File: src/rtl/axi_to_umi.sv
// -----------------------------------------------------------------------------
// axi_to_umi
//   AXI write slave that turns exactly one AXI write (AW + W) into one UMI
//   write-normal request packet.  The AXI B response is returned only after
//   the UMI packet has been accepted downstream, or at once with SLVERR when
//   the write strobes are not all ones.  Only one transaction is in flight at
//   a time.  There are no bursts and no read channel.
//
//   Ports
//     clk, rst_n      clock and synchronous active-low reset
//     axi_aw*         write address channel: valid/ready/addr
//     axi_w*          write data channel: valid/ready/data/strb
//     axi_b*          write response channel: valid/ready/resp
//     umi_packet      request packet, combinational from the capture registers
//     umi_valid/ready request handshake
//
//   Packet layout, from LSB to MSB: {data, srcaddr, dstaddr, cmd}
//     cmd[4:0]   opcode (write-normal = 5'h03)
//     cmd[7:5]   size
//     cmd[15:8]  len (0 = single beat)
//     cmd[24:23] user
//     All other cmd bits are zero.
// -----------------------------------------------------------------------------

// Assembles the UMI command word and concatenates it with the address and
// data fields.  The module contains only combinational logic.
module umi_pack #(
   parameter int AW = 64,
   parameter int DW = 256
) (
   input  logic [4:0]             cmd_opcode,
   input  logic [2:0]             cmd_size,
   input  logic [7:0]             cmd_len,
   input  logic [1:0]             cmd_user,
   input  logic [AW-1:0]          dstaddr,
   input  logic [AW-1:0]          srcaddr,
   input  logic [DW-1:0]          data,
   output logic [DW+2*AW+31:0]    packet
);
   logic [31:0] cmd;

   assign cmd    = {7'h0, cmd_user, 7'h0, cmd_len, cmd_size, cmd_opcode};
   assign packet = {data, srcaddr, dstaddr, cmd};
endmodule

module axi_to_umi #(
   parameter int              AW      = 64,
   parameter int              DW      = 256,
   parameter logic [AW-1:0]   SRCADDR = '0,
   parameter logic [2:0]      SIZE    = 3'd5
) (
   input  logic                   clk,
   input  logic                   rst_n,
   input  logic                   axi_awvalid,
   output logic                   axi_awready,
   input  logic [AW-1:0]          axi_awaddr,
   input  logic                   axi_wvalid,
   output logic                   axi_wready,
   input  logic [DW-1:0]          axi_wdata,
   input  logic [DW/8-1:0]        axi_wstrb,
   output logic                   axi_bvalid,
   input  logic                   axi_bready,
   output logic [1:0]             axi_bresp,
   output logic [DW+2*AW+31:0]    umi_packet,
   output logic                   umi_valid,
   input  logic                   umi_ready
);
   localparam logic [4:0] OPC_WRITE = 5'h03;

   typedef enum logic [1:0] {IDLE, SEND, RESP} state_t;

   state_t            state_q, state_d;
   logic              aw_have_q, aw_have_d;
   logic              w_have_q, w_have_d;
   logic [AW-1:0]     awaddr_q, awaddr_d;
   logic [DW-1:0]     wdata_q, wdata_d;
   logic [DW/8-1:0]   wstrb_q, wstrb_d;
   logic              awready_q, awready_d;
   logic              wready_q, wready_d;
   logic              umi_valid_q, umi_valid_d;
   logic              bvalid_q, bvalid_d;
   logic [1:0]        bresp_q, bresp_d;

   always_comb begin
      state_d     = state_q;
      aw_have_d   = aw_have_q;
      w_have_d    = w_have_q;
      awaddr_d    = awaddr_q;
      wdata_d     = wdata_q;
      wstrb_d     = wstrb_q;
      awready_d   = 1'b0;
      wready_d    = 1'b0;
      umi_valid_d = umi_valid_q;
      bvalid_d    = bvalid_q;
      bresp_d     = bresp_q;

      case (state_q)
         IDLE: begin
            if (axi_awvalid && awready_q) begin
               aw_have_d = 1'b1;
               awaddr_d  = axi_awaddr;
            end
            if (axi_wvalid && wready_q) begin
               w_have_d = 1'b1;
               wdata_d  = axi_wdata;
               wstrb_d  = axi_wstrb;
            end
            // Each ready is cleared in the cycle after its own capture.
            awready_d = !aw_have_d;
            wready_d  = !w_have_d;
            // The strobe check uses the next-state values. This lets a
            // capture that completes the pair act in the same cycle.
            if (aw_have_d && w_have_d) begin
               if (&wstrb_d) begin
                  state_d     = SEND;
                  umi_valid_d = 1'b1;
               end else begin
                  state_d  = RESP;
                  bvalid_d = 1'b1;
                  bresp_d  = 2'b10;
               end
            end
         end
         SEND: begin
            if (umi_ready) begin
               state_d     = RESP;
               umi_valid_d = 1'b0;
               bvalid_d    = 1'b1;
               bresp_d     = 2'b00;
            end
         end
         RESP: begin
            // The readies stay low here. They come back through IDLE one
            // cycle after the B handshake.
            if (axi_bready) begin
               state_d   = IDLE;
               bvalid_d  = 1'b0;
               aw_have_d = 1'b0;
               w_have_d  = 1'b0;
            end
         end
         default: state_d = IDLE;
      endcase
   end

   always_ff @(posedge clk) begin
      if (!rst_n) begin
         state_q     <= IDLE;
         aw_have_q   <= 1'b0;
         w_have_q    <= 1'b0;
         awaddr_q    <= '0;
         wdata_q     <= '0;
         wstrb_q     <= '0;
         awready_q   <= 1'b0;
         wready_q    <= 1'b0;
         umi_valid_q <= 1'b0;
         bvalid_q    <= 1'b0;
         bresp_q     <= 2'b00;
      end else begin
         state_q     <= state_d;
         aw_have_q   <= aw_have_d;
         w_have_q    <= w_have_d;
         awaddr_q    <= awaddr_d;
         wdata_q     <= wdata_d;
         wstrb_q     <= wstrb_d;
         awready_q   <= awready_d;
         wready_q    <= wready_d;
         umi_valid_q <= umi_valid_d;
         bvalid_q    <= bvalid_d;
         bresp_q     <= bresp_d;
      end
   end

   assign axi_awready = awready_q;
   assign axi_wready  = wready_q;
   assign axi_bvalid  = bvalid_q;
   assign axi_bresp   = bresp_q;
   assign umi_valid   = umi_valid_q;

   umi_pack #(
      .AW (AW),
      .DW (DW)
   ) u_pack (
      .cmd_opcode (OPC_WRITE),
      .cmd_size   (SIZE),
      .cmd_len    (8'h00),
      .cmd_user   (2'b00),
      .dstaddr    (awaddr_q),
      .srcaddr    (SRCADDR),
      .data       (wdata_q),
      .packet     (umi_packet)
   );
endmodule

File: config.mk
export PLATFORM = sky130hd
export DESIGN_NAME = axi_to_umi
export DESIGN_NICKNAME = d
export VERILOG_FILES = /design/src/rtl/axi_to_umi.sv
export SDC_FILE = /design/constraint.sdc
export NUM_CORES = 1
export LEC_CHECK = 0
export CORE_AREA = 2 2 303 305
export CTS_BUF_LIST = sky130_fd_sc_hd__clkbuf_4 sky130_fd_sc_hd__clkbuf_8
export CTS_CLUSTER_SIZE = 20
export DETAILED_ROUTE_END_ITERATION = 8
export DIE_AREA = 0 0 305 307
export GPL_TIMING_DRIVEN = 0
export PLACE_DENSITY = 0.45
export SETUP_SLACK_MARGIN = 0.5
export SYNTH_ARGS = -nofsm -noshare
export SYNTH_HDL_FRONTEND = slang
export SYNTH_SLANG_ARGS = --single-unit
File: constraint.sdc
create_clock -name clk -period 3.8 [get_ports clk]
set_input_delay 0.57 -clock clk [delete_from_list [all_inputs] [get_ports clk]]
set_output_delay 0.57 -clock clk [all_outputs]
set_load 0.01 [all_outputs]
* Word-level counts from Yosys, hierarchy flattened
Cells that the tools add are included.
** Cells by class
- Equality and inequality tests :: 7
- Reduce and logical (&&, ||, !) cells :: 18
- Mux-type cells :: 26
** Operator list (count)
- 2-to-1 mux 32 bit :: 2
- AND reduction 32 bit :: 1
- 2-to-1 mux 2 bit :: 7
- 2-to-1 mux 1 bit :: 11
- != test 2 bit (second input constant) :: 5
- AND reduction 2 bit :: 4
- AND reduction 4 bit :: 2
- one-hot mux 1 bit (2 select lines) :: 3
- one-hot mux 2 bit (3 select lines) :: 1
- AND reduction 5 bit :: 1
- one-hot mux 2 bit (2 select lines) :: 1
- nonzero test 2 bit :: 2
- logical AND 1 bit :: 3
- one-hot mux 1 bit (3 select lines) :: 1
- AND reduction 3 bit :: 1
- nonzero test 3 bit :: 1
- == test 2 x 1 -> 1 bit (second input constant) :: 1
- == test 2 bit (second input constant) :: 1
- zero test 1 bit :: 2
- zero test 2 bit :: 1
** Word-level totals
- Input port bits :: 358
- Word-level logic and storage cells :: 62
- Flip-flop bits (word level) :: 362
- Output and inout port bits :: 422

* Depth between registers and ports, before layout
- Word-level depth :: 7
- Mapped depth :: 7
- Depth with buffers taken out :: 5

* Hierarchy
From an unflattened synthesis, not the netlist that was laid out.
** Unflattened totals
- Cells, all modules :: 2017
- Area total of the unflattened synthesis :: 16544.6 µm²
** Modules (own cells, without submodules)
- axi_to_umi :: cells each 1600, area each 13417.9 µm², instances 1, seq. area each 7226.9 µm²
- umi_pack :: cells each 417, area each 3126.7 µm², instances 1, seq. area each 0.0 µm²

* Worst setup path after synthesis
No wires, ideal clock.
- Path kind :: input -> register
- From :: input axi_wvalid
- To :: register wdata_q[235]
- Buffers on the path :: 2
- Library setup time :: 0.070 ns
- Data arrival time :: 1.485 ns
- Required time :: 3.730 ns
- Setup slack :: 2.245 ns
- Stages :: 6
- Cells stage by stage :: nand2_1 -> nor3_4 -> buf_2 -> buf_2 -> nand2_1 -> a21boi_1
** Between the ends
- Cells in the longest elaborated chain, start to end :: 2
** Ends and longest elaborated chain
- from (decl) :: RTL line 57 : input logic axi_wvalid,
- logical AND 1 bit :: RTL line 103 : if (axi_wvalid && wready_q) begin
- AND reduction 2 bit (no line)
- to (signal assigned) :: RTL line 164 : wdata_q <= wdata_d;
- to (decl) :: RTL line 76 : logic [DW-1:0] wdata_q, wdata_d;
No other way between the ends.
A chain may end at the register's enable or synchronous reset.

* Final worst setup path
- From :: input axi_wvalid
- To :: register wdata_q[233]
The elaborated chain is that of the path after synthesis.

==> results_dict.tcl <==
set metrics [dict create \
    critPathKind "in2reg" \
    drt_wl_total_um 64900 \
    start_util_pct 15.6 \
    synth_simple_gate_area_share_pct 20.6 \
    drc 0 \
    synth_adder_area_share_pct 0 \
    rows 111 \
    fp.dieW_um 305 \
    die_area_um2 93600 \
    drt_iter0_markers 624 \
    cts.repair.resized 0 \
    cp-start-kind "input port" \
    rsz0062_at_grt "false" \
    synth_edf_count 0 \
    worst_pin_slew_ns 0.836 \
    drive_gt1_share_pct 11.4 \
    synth_top_family_by_area "simple AND/OR/NAND/NOR gates" \
    synth-seq-area-share_pct 51.1 \
    synthTopCellsByCount "709 x nand2_1, 361 x dfxtp_1, 220 x a21boi_1" \
    vias 13864 \
    setup_ws_ns 1.30 \
    period_share_pct 65.8 \
    avgSynthCellArea_um2 8.34 \
    fin_cells 3798 \
    ys_seq_elements 361 \
    p_leak_nw 9.05 \
    place_ws_ns 0.605 \
    synth_xor_area_share_pct 0 \
    fin_skew_ns 0.0323 \
    cts_hold_buffers 0 \
    synth.distinct_cells 28 \
    wl_per_cell_um 17.1 \
    numCtsBuffers 75 \
    grt_pass1_vias 13842 \
    pwr_density_cell_nw_per_um2 441 \
    worstPathArrival_ns 3.09 \
    required_ns 4.38 \
    synth_compound_area_share_pct 19.4 \
    synth-async-reset-ratio_pct 0 \
    clk_path_buf_depth 3 \
    dp_cells 3658 \
    root_buffer "clkbuf_8" \
    nets 2907 \
    finalSetupViolCount 0 \
    endpoint_kind "flop" \
    yosysMostFrequentCell "nand2_1" \
    synth_area_leader_cell "dfxtp_1" \
    grtUsageTotal_pct 13.3 \
    fmax_ghz 0.400 \
    port_buffers 681 \
    max_slew_margin_pct 44.3 \
    post_cts_buffers 0 \
    core_um2 90700 \
    syn2layout_area_growth_pct 73.5 \
    synth_mux_area_share_pct 0 \
    cts_tree "built" \
    timing.hold.ws_ns 0.447 \
    hold_violations 0 \
    io_pins 780 \
    worst_path_largest_cell_delay_ns 0.65 \
    clock_sinks 361 \
    hold_path_class "reg2reg" \
    worst-path-max-fanout 10 \
    yosysTopAreaCellShare_pct 51.1 \
    die_y_um 307 \
    netlist_area_um2 14100 \
    crit_chain "clkdlybuf4s50_1, nand2_1, nor3_4, buf_2, buf_2, nand2_1, a21boi_1" \
    peakVddDrop_mv 0.234 \
    antenna_found_initial 8 \
    grt.overflow.total 0 \
    clock_latency_ns 0.65 \
    synth_ff_type "dfxtp_1" \
    min_period_ns 2.50 \
    finalMaxSlewViolations 0 \
    synth_warnings 0 \
    dp_hpwl_um 50500 \
    synth.area.top_cells "dfxtp_1 51%, nand2_1 19%, a21boi_1 12%" \
    cts.clk_slew.worst_paths_ns 0.06 \
    drv_cap 0 \
    finalSetupTns_ns 0 \
    synthCells 1696 \
    grt_max_degree 11 \
    gp_congestion 0.778 \
    firstDrtPassIters 4 \
    status "finished, final reports clean" \
    grt_pass1_wl_um 92800 \
    cts_htree_levels 3 \
    ant_nets 0 \
    cp_slowest_cell "nor3_4" \
    viasPerCell 3.65 \
]
## cell usage in the layout (no fill, tap or decap), types with 3 or more instances in the layout
master,n
clkdlybuf4s50_1,681
clkbuf_4,21
nand2_1,709
o21ai_0,3
and3_1,3
diode_2,4
a21oi_1,8
conb_1,97
nor2_1,5
a21boi_1,220
a21boi_0,134
clkinv_2,10
nand4_1,16
clkbuf_8,97
buf_4,99
clkbuf_1,56
bufinv_16,5
buf_2,59
dfxtp_1,361
nor4_1,4
## flip-flops by register name, summed over array words and instances, names as in the netlist, 2 cells and up
| name | count |
|---|---|
| awaddr_q | 64 |
| state_q | 2 |
| wdata_q | 256 |
| wstrb_q | 32 |
## where the power goes
group / total, mW / switching (mW) / internal [mW] / leakage, nW
Sequential: 4.16 / 0.127 / 4.03 / 2.94
Combinational: 1.91 / 0.913 / 0.993 / 5.19
Clock: 4.75 / 1.91 / 2.84 / 0.919
## area by class of cell
cell class | instances | area, um^2
buffer | 214 | 1250
fill | 10003 | 66200
inverter | 2 | 7.51
clock inverter | 18 | 229
tap | 1186 | 1480
clock buffer | 118 | 1490
antenna | 4 | 10.0
timing repair buffer | 681 | 6820
sequential | 361 | 7230
multi-input combinational | 1214 | 6010
## final timing paths
kind	from	endpoint	slack (ns)	cells past startpoint
setup / recovery	axi_wvalid	wdata_q[233]	1.30	7
setup reg to reg	axi_wready	wdata_q[233]	1.36	6
hold / removal	axi_bresp[1]	axi_bresp[1]	0.45	2
hold reg to reg	axi_bresp[1]	axi_bresp[1]	0.45	2
## worst max-delay path: cells and delay by family
kind                   cells  cell delay, ns
and+or+nand+nor            3            1.00
AOI/OAI and AO/OA          1            0.15
buffers and inverters      3            1.35
## per-layer routing
layer	global-route usage (%)	vias up	part of all wire, %
met3	4.56	94	7.6
met5	0	-	0.079
li1	-	7002	-
met2	23.5	482	50
met1	14.6	6278	40
met4	4.66	8	2.6
## cells by family (layout without fill, tap and decap cells)
| kind of cell | count (synthesis) | after routing |
|---|---|---|
| AOI/OAI and AO/OA | 368 | 368 |
| other | 2 | 101 |
| buffers and inverters | 216 | 1033 |
| DFF | 361 | 361 |
| and+or+nand+nor | 749 | 749 |
## through the flow
stage               utilization, %  total power [mW]  instance area [um^2]
floorplan                        -              5.01                 14500
global placement              25.1              6.18                 22800
detailed placement            25.1              6.18                 22800
CTS                           27.0              11.1                 24500
global route                  27.0              11.4                 24500
finish                        27.0              10.8                 24500
Power figures use the tool's default switching activity.
